`src/rtl/gpio_input_conditioner_pkg.sv`:
```
// Shared GPIO input definitions: channel counts, debounce default
// and the pshIn field offsets also used by software headers.
package defines;

    localparam int unsigned GPIO_WIDTH           = 64;
    localparam int unsigned GPIO_NSW             = 4;
    localparam int unsigned GPIO_NPB             = 4;
    localparam int unsigned GPIO_DEBOUNCE_CYCLES = 1000000;

    localparam int unsigned PSH_LVL_LSB = 0;
    localparam int unsigned PSH_EVT_LSB = GPIO_NPB;

    function automatic int unsigned dbc_cnt_width(input int unsigned n);
        return (n < 2) ? 1 : $clog2(n);
    endfunction

endpackage

```
`src/rtl/gpio_input_conditioner_debounce_cell.sv`:
```
// One raw pin: two-flop synchroniser followed by a stable-count
// debouncer exposing the accepted level and a rising-accept strobe.
module debounce_cell
    import defines::*;
#(
    parameter int unsigned DEBOUNCE_CYCLES = GPIO_DEBOUNCE_CYCLES
) (
    input  logic clk,
    input  logic reset_n,
    input  logic i_raw,
    output logic o_q,
    output logic o_rise
);

    localparam int unsigned CW = dbc_cnt_width(DEBOUNCE_CYCLES);
    localparam logic [CW-1:0] LAST = CW'(DEBOUNCE_CYCLES - 1);

    logic          r_s1;
    logic          r_s2;
    logic          r_q;
    logic [CW-1:0] r_cnt;
    logic          w_expire;

    assign w_expire = (r_s2 != r_q) && (r_cnt == LAST);
    assign o_q      = r_q;
    assign o_rise   = w_expire & r_s2;

    always_ff @(posedge clk or negedge reset_n) begin
        if (!reset_n) begin
            r_s1 <= 1'b0;
            r_s2 <= 1'b0;
        end else begin
            r_s1 <= i_raw;
            r_s2 <= r_s1;
        end
    end

    // Any return of s2 to the accepted level drops the pending change.
    always_ff @(posedge clk or negedge reset_n) begin
        if (!reset_n) begin
            r_q   <= 1'b0;
            r_cnt <= '0;
        end else if (r_s2 == r_q) begin
            r_cnt <= '0;
        end else if (w_expire) begin
            r_q   <= r_s2;
            r_cnt <= '0;
        end else begin
            r_cnt <= r_cnt + CW'(1);
        end
    end

endmodule

```
`src/rtl/gpio_input_conditioner.sv`:
```
// Switch/pushbutton conditioner: per-pin debounce, sticky press
// events, and packing into full-width swIn/pshIn read words.
module gpio_input_conditioner
    import defines::*;
#(
    parameter int unsigned WIDTH           = GPIO_WIDTH,
    parameter int unsigned NSW             = GPIO_NSW,
    parameter int unsigned NPB             = GPIO_NPB,
    parameter int unsigned DEBOUNCE_CYCLES = GPIO_DEBOUNCE_CYCLES
) (
    input  logic             clk,
    input  logic             reset_n,
    input  logic [NSW-1:0]   sw_raw,
    input  logic [NPB-1:0]   psh_raw,
    input  logic [NPB-1:0]   evt_clr,
    output logic [WIDTH-1:0] swIn,
    output logic [WIDTH-1:0] pshIn
);

    localparam int unsigned LVL_LSB = PSH_LVL_LSB;
    localparam int unsigned EVT_LSB = PSH_LVL_LSB + NPB;

    logic [NSW-1:0] w_sw_q;
    logic [NSW-1:0] w_unused_sw_rise;
    logic [NPB-1:0] w_pb_q;
    logic [NPB-1:0] w_pb_rise;
    logic [NPB-1:0] r_evt;

    for (genvar g = 0; g < NSW; g++) begin : g_sw
        debounce_cell #(
            .DEBOUNCE_CYCLES(DEBOUNCE_CYCLES)
        ) u_cell (
            .clk    (clk),
            .reset_n(reset_n),
            .i_raw  (sw_raw[g]),
            .o_q    (w_sw_q[g]),
            .o_rise (w_unused_sw_rise[g])
        );
    end

    for (genvar g = 0; g < NPB; g++) begin : g_pb
        debounce_cell #(
            .DEBOUNCE_CYCLES(DEBOUNCE_CYCLES)
        ) u_cell (
            .clk    (clk),
            .reset_n(reset_n),
            .i_raw  (psh_raw[g]),
            .o_q    (w_pb_q[g]),
            .o_rise (w_pb_rise[g])
        );
    end

    // A press accepted on the same edge as a clear keeps the flag.
    always_ff @(posedge clk or negedge reset_n) begin
        if (!reset_n) begin
            r_evt <= '0;
        end else begin
            r_evt <= w_pb_rise | (r_evt & ~evt_clr);
        end
    end

    always_comb begin
        swIn                   = '0;
        swIn[NSW-1:0]          = w_sw_q;
        pshIn                  = '0;
        pshIn[LVL_LSB +: NPB]  = w_pb_q;
        pshIn[EVT_LSB +: NPB]  = r_evt;
    end

endmodule

```
`config.mk`:
```
export PLATFORM = sky130hd
export DESIGN_NAME = gpio_input_conditioner
export DESIGN_NICKNAME = d
export VERILOG_FILES = /design/src/rtl/gpio_input_conditioner_pkg.sv /design/src/rtl/gpio_input_conditioner_debounce_cell.sv /design/src/rtl/gpio_input_conditioner.sv
export SDC_FILE = /design/constraint.sdc
export NUM_CORES = 1
export LEC_CHECK = 0
export BUFFER_PORTS_ARGS = -buffer_cell sky130_fd_sc_hd__buf_2
export CAP_MARGIN = 30
export CORE_MARGIN = 2
export CORE_UTILIZATION = 62
export CTS_CLUSTER_DIAMETER = 50
export CTS_CLUSTER_SIZE = 16
export DETAILED_ROUTE_END_ITERATION = 16
export GPL_TIMING_DRIVEN = 0
export PLACE_DENSITY = 0.86
export SKIP_LAST_GASP = 1
export SYNTH_ARGS = -nofsm -noshare
export SYNTH_HDL_FRONTEND = slang
export SYNTH_SLANG_ARGS = --single-unit
export TNS_END_PERCENT = 100
```
`constraint.sdc`:
```
create_clock -name clk -period 6.1 [get_ports clk]
set_input_delay 0.61 -clock clk [delete_from_list [all_inputs] [get_ports clk]]
set_output_delay 0.61 -clock clk [all_outputs]
set_load 0.02 [all_outputs]
```
After elaboration in Yosys (flattened, before gate mapping):

Cells that the tools add are included.

* logic and storage cells: 112
* register bits after elaboration: 188
* output and inout bits: 128
* input bits: 14

* reduce and logical (&&, ||, !) cells: 16
* add/sub/neg operators: 8
* bitwise gates (word level): 15
* multiplexer cells: 16
* eq/ne operators: 24

Operators with widths (number)
* 20-bit two-way mux: 16
* 20-bit by 1-bit adder with 20-bit output (second input constant): 8
* 20-bit == test (second input constant): 8
* 2-bit AND reduction: 8
* 1-bit == test: 8
* 1-bit logical AND: 8
* 1-bit != test: 8
* 1-bit inverter: 8
* 1-bit bitwise AND: 4
* 4-bit bitwise AND: 1
* 4-bit inverter: 1
* 4-bit OR: 1

Longest topological paths before layout:

Gate-level depths: netlist of run 1.

* word-level depth: 4
* depth in mapped cells: 7
* depth with buffers taken out: 5

Hierarchy:

Synthesis of run 1 repeated with hierarchy kept, for this count alone.

* cell total of the unflattened synthesis: 977
* area total of the unflattened synthesis: 10298.6 µm²

By module, submodules not included
* debounce_cell: seq. area each 575.6 µm², times used 8, cells an instance 106, area each 1159.9 µm²
* gpio_input_conditioner: seq. area each 100.1 µm², times used 1, cells an instance 129, area each 1019.7 µm²

Worst setup path before layout of run 1:

Ideal clock, no wire load.

* kind: reg2reg
* from: register g_sw[1].u_cell.r_cnt[12]
* to: register g_sw[1].u_cell.r_q
* stages on the path, launching flop included: 5
* required time: 5.975 ns
* arrival time: 1.890 ns
* period minus slack after synthesis: 2.015 ns
* setup slack: 4.085 ns
* path buffers: 0
* setup time: 0.125 ns
* cells stage by stage: dfrtp_1 -> or4_1 -> or4_4 -> nor2_1 -> mux2_2

* word-level cells in the longest chain between the ends: 3

RTL lines
* start: declaration: line gpio_input_conditioner_debounce_cell.sv:21 `logic [CW-1:0] r_cnt;`
* start signal: assignment: line gpio_input_conditioner_debounce_cell.sv:49 `r_cnt <= r_cnt + CW'(1);`
* 20-bit == test: line gpio_input_conditioner_debounce_cell.sv:24 `assign w_expire = (r_s2 != r_q) && (r_cnt == LAST);`
* 1-bit logical AND: line gpio_input_conditioner_debounce_cell.sv:24
* 2-bit AND reduction (no line)
* end signal: assignment: line gpio_input_conditioner_debounce_cell.sv:46 `r_q <= r_s2;`
* end: declaration: line gpio_input_conditioner_debounce_cell.sv:20 `logic r_q;`

Every way passes these cells.
A chain may end at the register's enable or synchronous reset.

Worst setup path after layout of run 1:

* from: register g_pb[3].u_cell.r_cnt[0]
* to: register g_pb[3].u_cell.r_cnt[8]

* word-level cells in the longest chain between the ends: 4
* elaborated cells between the ends (all ways): 5
* those cells by class: add/sub: 1; eq/ne: 1; mux: 2; reduce/logical: 1

RTL lines
* start: declaration: line gpio_input_conditioner_debounce_cell.sv:21
* start signal: assignment: line gpio_input_conditioner_debounce_cell.sv:49
* branches (longest 2 deep; another with 20-bit by 1-bit adder with 20-bit output)
* 20-bit two-way mux *: line gpio_input_conditioner_debounce_cell.sv:45 `end else if (w_expire) begin`
* 20-bit two-way mux *: line gpio_input_conditioner_debounce_cell.sv:43 `end else if (r_s2 == r_q) begin`

Every way passes the cells marked *.

==> results of run 1 <==
==> per-stage QoR <==
step | total power [mW] | util | hold WS (ns)
final | 2.597 | 0.7229 | 0.1094
after global routing | 2.698 | 0.7229 | 0.1540
after CTS | 2.618 | 0.7229 | 0.1354
after detailed placement | 1.507 | 0.6852 | 0.3347
after global placement | 1.501 | 0.6828 | 0.3326
after floorplan | 1.460 | - | 0.3144
==> report_power, final <==
group	switching, mW	leakage, nW	internal [mW]
logic	0.129	2.27	0.0748
clock network	0.481	0.279	0.629
registers	0.0180	2.57	1.26
==> cell usage after synthesis (4+ instances only) <==
cell        n  share of area
dfrtp_1   188           0.47
xnor2_1    65          0.057
mux2_2      8         0.0091
nor2_1    123          0.046
buf_2      11         0.0055
o32ai_1     4         0.0035
or4b_1      4         0.0040
nand3_1    61          0.031
or3_1      20          0.013
and4_1      9         0.0079
inv_1      41          0.015
xor2_1     47          0.041
ha_1        8          0.010
and3_1     21          0.013
buf_4     124          0.094
or2_2       5         0.0031
clkbuf_1    4         0.0015
nor4_1     24          0.015
nand4_1    39          0.025
nor3_1     30          0.015
nand2_1    42          0.016
o31ai_1    18          0.014
a21oi_1    40          0.020
or4_1      21          0.016
o21ai_0    18         0.0091
nor4b_1     6         0.0053
==> state kept, by name, summed over array words and instances (netlist names) <==
signal / flops
r_evt: 4
g_sw.u_cell.r_cnt: 80
g_sw.u_cell.r_s2: 4
g_pb.u_cell.r_s2: 4
g_pb.u_cell.r_s1: 4
g_sw.u_cell.o_q: 4
g_pb.u_cell.r_cnt: 80
g_pb.u_cell.o_q: 4
g_sw.u_cell.r_s1: 4
==> area by class of cell <==
| class | count | area (um^2) | share of cell area |
|---|---|---|---|
| clock inverters | 12 | 138.9 | 0.01218 |
| flip-flops and latches | 188 | 4705 | 0.4126 |
| inverters | 41 | 153.9 | 0.01350 |
| clock buffers | 20 | 456.7 | 0.04006 |
| well taps | 216 | 270.3 | 0.02371 |
| repair buffers | 26 | 162.7 | 0.01427 |
| multi-input cells | 760 | 4491 | 0.3939 |
| plain buffers | 141 | 1023 | 0.08977 |
==> how the worst max path moves through the flow <==
stage	to	depth (start not counted)	from	slack, ns
2_1_floorplan	g_sw[1].u_cell.o_q	4	g_sw[1].u_cell.r_cnt[12]	4.09
3_5_place_dp	g_pb[3].u_cell.r_cnt[10]	7	g_pb[3].u_cell.r_cnt[0]	3.86
6_report	g_pb[3].u_cell.r_cnt[8]	7	g_pb[3].u_cell.r_cnt[0]	3.86
3_3_place_gp	g_sw[0].u_cell.r_cnt[14]	1	reset_n	1.48
5_1_grt	g_pb[3].u_cell.r_cnt[8]	7	g_pb[3].u_cell.r_cnt[0]	3.69
4_1_cts	g_pb[3].u_cell.r_cnt[8]	7	g_pb[3].u_cell.r_cnt[1]	3.86
==> per-layer routing <==
metal | up-vias | part of all wire | GRT usage
li1 | 3632 | - | -
met1 | 3483 | 0.45 | 0.3031
met2 | 164 | 0.50 | 0.3719
met3 | 16 | 0.037 | 0.04927
met4 | 0 | 0.0092 | 0.06884
met5 | - | 0 | 0
==> critical path, stage by stage, from the launching register on <==
cell and delay (ns):
dfrtp_1 0.39, ha_1 0.19, and3_1 0.15, clkbuf_1 0.24
nand4b_1 0.19, o41ai_4 0.56, buf_2 0.33, nor2_1 0.07
==> kinds of logic after synthesis <==
kind of cell             after synthesis
AO/OA/AOI/OAI                         89
XOR/XNOR                             112
adder cells (fa/ha/maj)                8
buffers and inverters                182
flip-flops                           188
multiplexers                          10
other                                  1
AND/OR/NAND/NOR                      425
==> out/metrics.yaml, run 1 <==
rows: 46
tritoncts: "built"
drc: 0
die_area_mm2: 0.01706
min_period_ns: 2.241
power_density_mw_per_mm2: 227.8
setup_viol: 0
critical_path_class: "reg2reg"
synth_top_family_by_area: "simple AND/OR/NAND/NOR gates"
io_pins: 142
ys_async_sr_fraction: 1.000
first_pass_iters: 5
worstMarginPinSlew_ns: 0.7135
ctsRootBufferMaster: "clkbuf_16"
worstSetupEndpointType: "register"
cts.sinks: 188
ys_seq_elements: 188
mostFrequentLayoutCell: "dfrtp_1"
antenna_found_initial: 0
gp_congestion: 0.8398
grt_max_degree: 121
cts_setup_buffers: 0
clk_pin_slew_worst_paths_ns: 0.07
detail-route-antenna-nets: 0
track_usage: 0.2257
final_cells: 1404
fin_tns_setup_ns: 0
synthCells: 1015
placed_cells: 1372
via_per_inst: 5.196
final_nets: 1197
r2r_cells: 7
slew_violations: 0
hold_viol: 0
ir_drop_mv: 0.2285
required_ns: 6.41
drt_wl_total_mm: 18.07
synth-main-ff-cell: "dfrtp_1"
cap_violations: 0
synth.area.mux_share: 0.01108
cts_inserted_buffers: 17
synth_compound_area_frac: 0.06016
htree_levels: 4
synth-simple-area-share: 0.2279
grt_pass1_wl_mm: 31.15
dpl-instance-area_mm2: 0.01081
r2r_slack_ns: 3.86
die_h_um: 130.6
post-place-ws_ns: 3.862
holdBufCountCts: 0
drtIter0Drc: 508
cts_buffer_depth: 2
overflow: 0
cts_resized: 0
status: "finished clean"
skew_ns: 0.007949
synth_edf_count: 0
diodes: 0
crit_fanout: 10
stdcell_area_mm2: 0.01140
fp.coreArea_mm2: 0.01577
initial_core_util: 0.6304
hpwl_mm: 12.44
seq_area_frac_synth: 0.4733
layout-drive-gt1-share: 0.1843
syn_area_per_cell_um2: 9.794
yosys_warnings: 0
p_leak_nw: 5.119
die_w_um: 130.6
rsz0062_at_grt: "no"
synth_xor_area_frac: 0.09868
timing.slew.headroom: 0.5215
r2r-end: "g_pb[3].u_cell.r_cnt[8]"
num-fill-cells: 1138
grt_pass1_vias: 6855
worstReg2RegStart: "g_pb[3].u_cell.r_cnt[0]"
hp-class: "in2async"
post-route-period-util: 0.3673
area_delta_synth_final_pct: 14.69
max_freq_mhz: 446.3
cp.arrival_ns: 2.55
wire_per_inst_um: 12.87
yosysUniqueCellTypes: 48
startpoint_type: "register"
clk_latency_ns: 0.43
synth-adder-area-share: 0.01007
portBuffers: 25
layout_setup_ws_ns: 3.859
num_vias: 7295
mostFrequentLayoutCells: "dfrtp_1 (188), buf_4 (124), nor2_1 (123)"
syn_area_mm2: 0.009941
Note: power is estimated with default switching activity, not from simulation.
==> run 2, diff against run 1 <==
--- a/config.mk
+++ b/config.mk
@@ -8,12 +8,12 @@
 export BUFFER_PORTS_ARGS = -buffer_cell sky130_fd_sc_hd__buf_2
 export CAP_MARGIN = 30
 export CORE_MARGIN = 2
-export CORE_UTILIZATION = 62
+export CORE_UTILIZATION = 58
 export CTS_CLUSTER_DIAMETER = 50
 export CTS_CLUSTER_SIZE = 16
 export DETAILED_ROUTE_END_ITERATION = 16
 export GPL_TIMING_DRIVEN = 0
-export PLACE_DENSITY = 0.86
+export PLACE_DENSITY = 0.82
 export SKIP_LAST_GASP = 1
 export SYNTH_ARGS = -nofsm -noshare
 export SYNTH_HDL_FRONTEND = slang
==> constraint.sdc (replaced) <==
create_clock -name clk -period 2.22 [get_ports clk]
set_input_delay 0.222 -clock clk [delete_from_list [all_inputs] [get_ports clk]]
set_output_delay 0.222 -clock clk [all_outputs]
set_load 0.02 [all_outputs]
==> run 2 against run 1 <==
Worst setup slack got worse by 3.8 ns. Final cell count is 1.6% higher. Critical path type unchanged. Clock skew about the same. Cell area grew 1.5%. Core utilization decreased by 2.7 points. Sequential share of layout area fell by 0.62 points.
==> out/metrics.yaml, run 2 (synthesized netlist as in run 1, its figures left out) <==
drtIter0Drc: 379  # -25%
worstMarginPinSlew_ns: 0.5656  # -0.1479 ns
overflow: 0  # unchanged
slew_violations: 0  # unchanged
rows: 47  # +2.2%
final_nets: 1216  # +1.6%
clk_latency_ns: 0.43  # about the same
rsz0062_at_grt: "no"
timing.slew.headroom: 0.6195  # +0.09795
area_delta_synth_final_pct: 16.44
detail-route-antenna-nets: 0  # unchanged
via_per_inst: 5.177  # -0.37%
power_density_mw_per_mm2: 610.8  # +170%
p_total_mw: 7.070  # +170%
critical_path_class: "reg2reg"
mostFrequentLayoutCells: "dfrtp_1 (188), buf_4 (130), nor2_1 (123)"
skew_ns: 0.007970  # +0.00002126 ns
hp-class: "in2async"
portBuffers: 25  # unchanged
num_vias: 7387  # +1.3%
io_pins: 142  # unchanged
antenna_found_initial: 0  # unchanged
initial_core_util: 0.5973  # -0.03303
drt_wl_total_mm: 18.06  # about the same
status: "finished clean"
clk_pin_slew_worst_paths_ns: 0.07  # about the same
max_freq_mhz: 473.4  # +6.1%
gp_congestion: 0.8305  # -1.1%
cap_violations: 0  # unchanged
final_cells: 1427  # +1.6%
htree_levels: 4  # unchanged
required_ns: 2.54  # -3.87 ns
reg.largest.list: "g_pb.u_cell.r_cnt (80), g_sw.u_cell.r_cnt (80)"
drc: 0  # unchanged
worstSetupEndpointType: "register"
layout-drive-gt1-share: 0.1872  # +0.002898
hold_viol: 0  # unchanged
die_w_um: 134.9  # +3.3%
wire_per_inst_um: 12.65  # -1.7%
cts.sinks: 188  # unchanged
grt_pass1_vias: 6876  # +0.31%
grt_pass1_wl_mm: 30.66  # -1.6%
first_pass_iters: 4  # -1
placed_cells: 1376  # +0.29%
min_period_ns: 2.112  # -0.1283 ns
diodes: 0  # unchanged
tritoncts: "built"
fp.coreArea_mm2: 0.01664  # +5.5%
ir_drop_mv: 0.6186  # +170%
startpoint_type: "register"
hpwl_mm: 12.15  # -2.3%
die_h_um: 134.9  # +3.3%
setup_viol: 0  # unchanged
grt_max_degree: 115  # -5.0%
p_leak_nw: 5.206  # +1.7%
cts_inserted_buffers: 17  # unchanged
crit_fanout: 6  # -4
cp.arrival_ns: 2.43  # -0.12 ns
track_usage: 0.2059  # -0.01979
ctsRootBufferMaster: "clkbuf_16"
die_area_mm2: 0.01820  # +6.7%
cts_buffer_depth: 2  # unchanged
mostFrequentLayoutCell: "dfrtp_1"
post-route-period-util: 0.9515  # +0.5842
==> run 2: changes by cell type in the layout (fill, tap and decap cells not counted) <==
cell           change
clkinv_4           -2
buf_4              +6
inv_8              +1
bufinv_16          -1
o31ai_2            -1
clkbuf_1           -1
dlygate4sd3_1     +13
clkinvlp_4         -2
clkinv_2           +1
inv_6              +4
o31ai_4            +1
==> run 2: through the flow <==
stage	hold slack (ns)	util	TNS, ns	cell area (um^2)	setup WS [ns]
6_report	0.3120	0.6955	0	11570	0.1077
5_1_grt	0.3546	0.6955	0	11570	0.01349
4_1_cts	0.3476	0.6927	0	11530	0.1076
3_5_place_dp	0.2284	0.6496	-0.04856	10810	-0.01098
3_3_place_gp	0.3314	0.6473	-378.89	10770	-2.024
2_1_floorplan	-0.07359	-	0	10370	0.2051
==> run 2: layout make-up <==
cell class                      count  area (um^2)
Clock buffer                       19        452.9
Tap cell                          220        275.3
Timing Repair Buffer               45        337.8
Clock inverter                     13        127.6
Multi-Input combinational cell    760         4499
Fill cell                        1276         5067
Inverter                           41        153.9
Sequential cell                   188         4705
Buffer                            141         1023
==> run 2: per-layer routing <==
layer,vias up,GRT usage,wire [um]
li1,3667,-,-
met1,3549,0.2627,7814
met2,155,0.3514,9299
met3,16,0.04655,773
met4,0,0.06257,168
met5,-,0,0
==> run 2: timing repair <==
action                                  4_1_cts  5_1_grt
hold buffers                                 13        0
hold endpoints to repair                     86        0
gates resized for setup                       0        1
cloned                                        0        0
endpoints found under the setup margin       10        6
buffers inserted                              1        5
pin swaps                                     1        2
==> run 2: report_power, final <==
part | switching (mW) | total [mW] | leakage, nW | internal, mW
Clock | 1.33 | 2.96 | 0.283 | 1.63
Combinational | 0.359 | 0.583 | 2.35 | 0.224
Sequential | 0.0486 | 3.52 | 2.57 | 3.47
==> run 2: final timing paths <==
path | from | end | slack (ns) | cells past startpoint
max | g_sw[1].u_cell.r_cnt[12] | g_sw[1].u_cell.o_q | 0.11 | 4
min | reset_n | g_sw[1].u_cell.r_cnt[1] | 0.31 | 2
max reg2reg | g_sw[1].u_cell.r_cnt[12] | g_sw[1].u_cell.o_q | 0.11 | 4
min reg2reg | g_pb[1].u_cell.r_s1 | g_pb[1].u_cell.r_s2 | 0.35 | 0
max in group asynchronous | reset_n | g_sw[2].u_cell.r_s2 | 0.96 | 3
min in group clk | g_pb[1].u_cell.r_s1 | g_pb[1].u_cell.r_s2 | 0.35 | 0
==> run 2: worst max-delay path, cell delays in order (launching register included) <==
cell,delay [ns]
dfrtp_1,0.44
or4_1,0.54
or4_4,0.56
nor2_1,0.13
mux2_2,0.34
==> run 3, diff against run 2 <==
--- a/config.mk
+++ b/config.mk
@@ -5,8 +5,10 @@
 export SDC_FILE = /design/constraint.sdc
 export NUM_CORES = 1
 export LEC_CHECK = 0
+export ABC_CLOCK_PERIOD_IN_PS = 2220
 export BUFFER_PORTS_ARGS = -buffer_cell sky130_fd_sc_hd__buf_2
 export CAP_MARGIN = 30
+export CORE_ASPECT_RATIO = 0.7
 export CORE_MARGIN = 2
 export CORE_UTILIZATION = 58
 export CTS_CLUSTER_DIAMETER = 50
==> run 3 against run 2 <==
Clock power hardly changed. Worst setup slack worse by 0.037 ns. Cell area stayed put. Clock skew is 0.0040 ns higher. Total power is 0.34% higher. Wire length is 4.5% higher. Die area hardly changed. Final cell count is 0.63% higher. Sequential power hardly changed. Global-route usage is 0.67 points higher. First-iteration DRC count is 22% higher. Critical path depth stayed put.
==> out/metrics.yaml, run 3 (synthesized netlist as in run 1, its figures left out) <==
post-route-period-util: 0.9684  # +0.01687
mostFrequentLayoutCell: "dfrtp_1"
area_delta_synth_final_pct: 16.44  # unchanged
max_freq_mhz: 465.2  # -1.7%
overflow: 0  # unchanged
mostFrequentLayoutCells: "dfrtp_1 (188), buf_4 (128), nor2_1 (123)"
ir_drop_mv: 0.4369  # -29%
rows: 40  # -15%
r2r_slack_ns: 0.07  # -0.04 ns
wire_per_inst_um: 13.14  # +3.8%
initial_core_util: 0.5859  # -0.01141
min_period_ns: 2.150  # +0.03744 ns
gp_congestion: 0.8369  # +0.77%
slew_violations: 0  # unchanged
cp.arrival_ns: 2.45  # +0.02 ns
gr-usage-met1: 0.3068  # +0.04403
drc: 0  # unchanged
worstReg2RegStart: "g_sw[1].u_cell.r_cnt[12]"
grt_max_degree: 119  # +3.5%
final_nets: 1214  # -0.16%
placed_cells: 1387  # +0.80%
layout-drive-gt1-share: 0.1851  # -0.002179
track_usage: 0.2126  # +0.006710
path_cells: "or4_1, or4_4, nor2_1, mux2_2"
die_h_um: 113.5  # -16%
portBuffers: 25  # unchanged
fp.coreArea_mm2: 0.01697  # +1.9%
clk_latency_ns: 0.42  # about the same
grt_pass1_wl_mm: 32.49  # +6.0%
p_leak_nw: 5.183  # -0.44%
grt_busiest_layer: "met2"
slowest_stage: "or4_4"
die_area_mm2: 0.01822  # about the same
cp-startpoint: "g_sw[1].u_cell.r_cnt[12]"
timing.slew.headroom: 0.5576  # -0.06184
clk_pin_slew_worst_paths_ns: 0.07  # about the same
htree_levels: 4  # unchanged
hold_viol: 0  # unchanged
required_ns: 2.52  # -0.02 ns
grt.met2_usage: 0.3431  # -0.008278
crit_fanout: 6  # unchanged
fin_hold_ws_ns: 0.3459  # +0.03381 ns
cap_violations: 0  # unchanged
detail-route-antenna-nets: 0  # unchanged
io_pins: 142  # unchanged
drt_wl_total_mm: 18.87  # +4.5%
via_per_inst: 5.182  # about the same
grt.met3_usage: 0.03309  # -0.01346
num-fill-cells: 1314  # +3.0%
grt_pass1_vias: 7119  # +3.5%
cts_buffer_depth: 2  # unchanged
critical_path_class: "reg2reg"
final_cells: 1436  # +0.63%
hp-class: "in2async"
cts_inserted_buffers: 17  # unchanged
startpoint_type: "register"
rsz0062_at_grt: "no"
worstSetupEndpointType: "register"
first_pass_iters: 5  # +1
num_vias: 7441  # +0.73%
p_total_mw: 7.094  # +0.34%
reg.largest.list: "g_pb.u_cell.r_cnt (80), g_sw.u_cell.r_cnt (80)"
cts.sinks: 188  # unchanged
ctsRootBufferMaster: "clkbuf_16"
diodes: 0  # unchanged
drtIter0Drc: 463  # +22%
tritoncts: "built"
die_w_um: 160.5  # +19%
worstMarginPinSlew_ns: 0.6575  # +0.09192 ns
status: "finished clean"
hpwl_mm: 12.74  # +4.8%
setup_viol: 0  # unchanged
antenna_found_initial: 0  # unchanged
skew_ns: 0.01201  # +0.004037 ns
r2r_cells: 4  # unchanged
slowest_delay_ns: 0.57  # about the same
power_density_mw_per_mm2: 612.9  # +0.34%
r2r-end: "g_sw[1].u_cell.o_q"
==> run 3: cell count changes in the layout (fill, tap and decap cells not counted), moves of 2 or more <==
cell and delta:
clkbuf_1 +2, clkinvlp_4 +2, inv_6 -3, clkinv_2 -2, inv_8 +2, buf_4 -2
==> run 3: worst max-delay path, delay by kind of cell, from the launching register on <==
| kind | cells | cell delay, ns |
|---|---|---|
| DFF | 1 | 0.46 |
| and+or+nand+nor | 3 | 1.24 |
| muxes | 1 | 0.33 |
==> run 3: metrics by stage <==
step                setup slack [ns]  utilization   TNS (ns)  area [um^2]
floorplan                     0.2051            -          0        10370
global placement              -2.116       0.6358    -394.36        10790
detailed placement         -0.006148       0.6380  -0.006456        10820
CTS                          0.07681       0.6800          0        11540
global route                0.007795       0.6822          0        11570
finish                       0.07026       0.6822          0        11570
==> run 3: cell type report <==
class                           instances  area [um^2]  share of cell area
Sequential cell                       188         4705              0.4064
Multi-Input combinational cell        760         4506              0.3893
Buffer                                141         1023             0.08842
Clock buffer                           20        446.7             0.03859
Timing Repair Buffer                   43        322.8             0.02789
Tap cell                              231        289.0             0.02497
Inverter                               41        153.9             0.01330
Clock inverter                         12        128.9             0.01113
==> run 3: what timing repair did <==
| item | CTS | global route |
|---|---|---|
| endpoints found under the hold margin | 82 | 0 |
| hold buffers | 13 | 0 |
| buffers inserted | 1 | 3 |
| endpoints found under the setup margin | 10 | 15 |
| pin swaps | 1 | 2 |
| gates resized for setup | 0 | 2 |
==> run 3: worst max-delay path by stage <==
stage / endpoint / cells after the start
global placement: g_sw[0].u_cell.r_cnt[18] / 1
global route: g_sw[1].u_cell.o_q / 4
floorplan: g_sw[1].u_cell.o_q / 4
CTS: g_sw[1].u_cell.o_q / 4
detailed placement: g_pb[3].u_cell.r_cnt[9] / 7
finish: g_sw[1].u_cell.o_q / 4
==> run 3: routing by layer <==
| layer | vias to the layer above | wire length (um) | part of all wire |
|---|---|---|---|
| met4 | 0 | 88 | 0.0047 |
| li1 | 3664 | - | - |
| met1 | 3645 | 9212 | 0.49 |
| met3 | 8 | 582 | 0.031 |
| met2 | 124 | 8983 | 0.48 |
| met5 | - | 0 | 0 |
==> run 3: power breakdown <==
part / internal, mW / switching [mW]
sequential: 3.47 / 0.0490
clock: 1.61 / 1.37
combinational: 0.224 / 0.361
total: 5.31 / 1.78
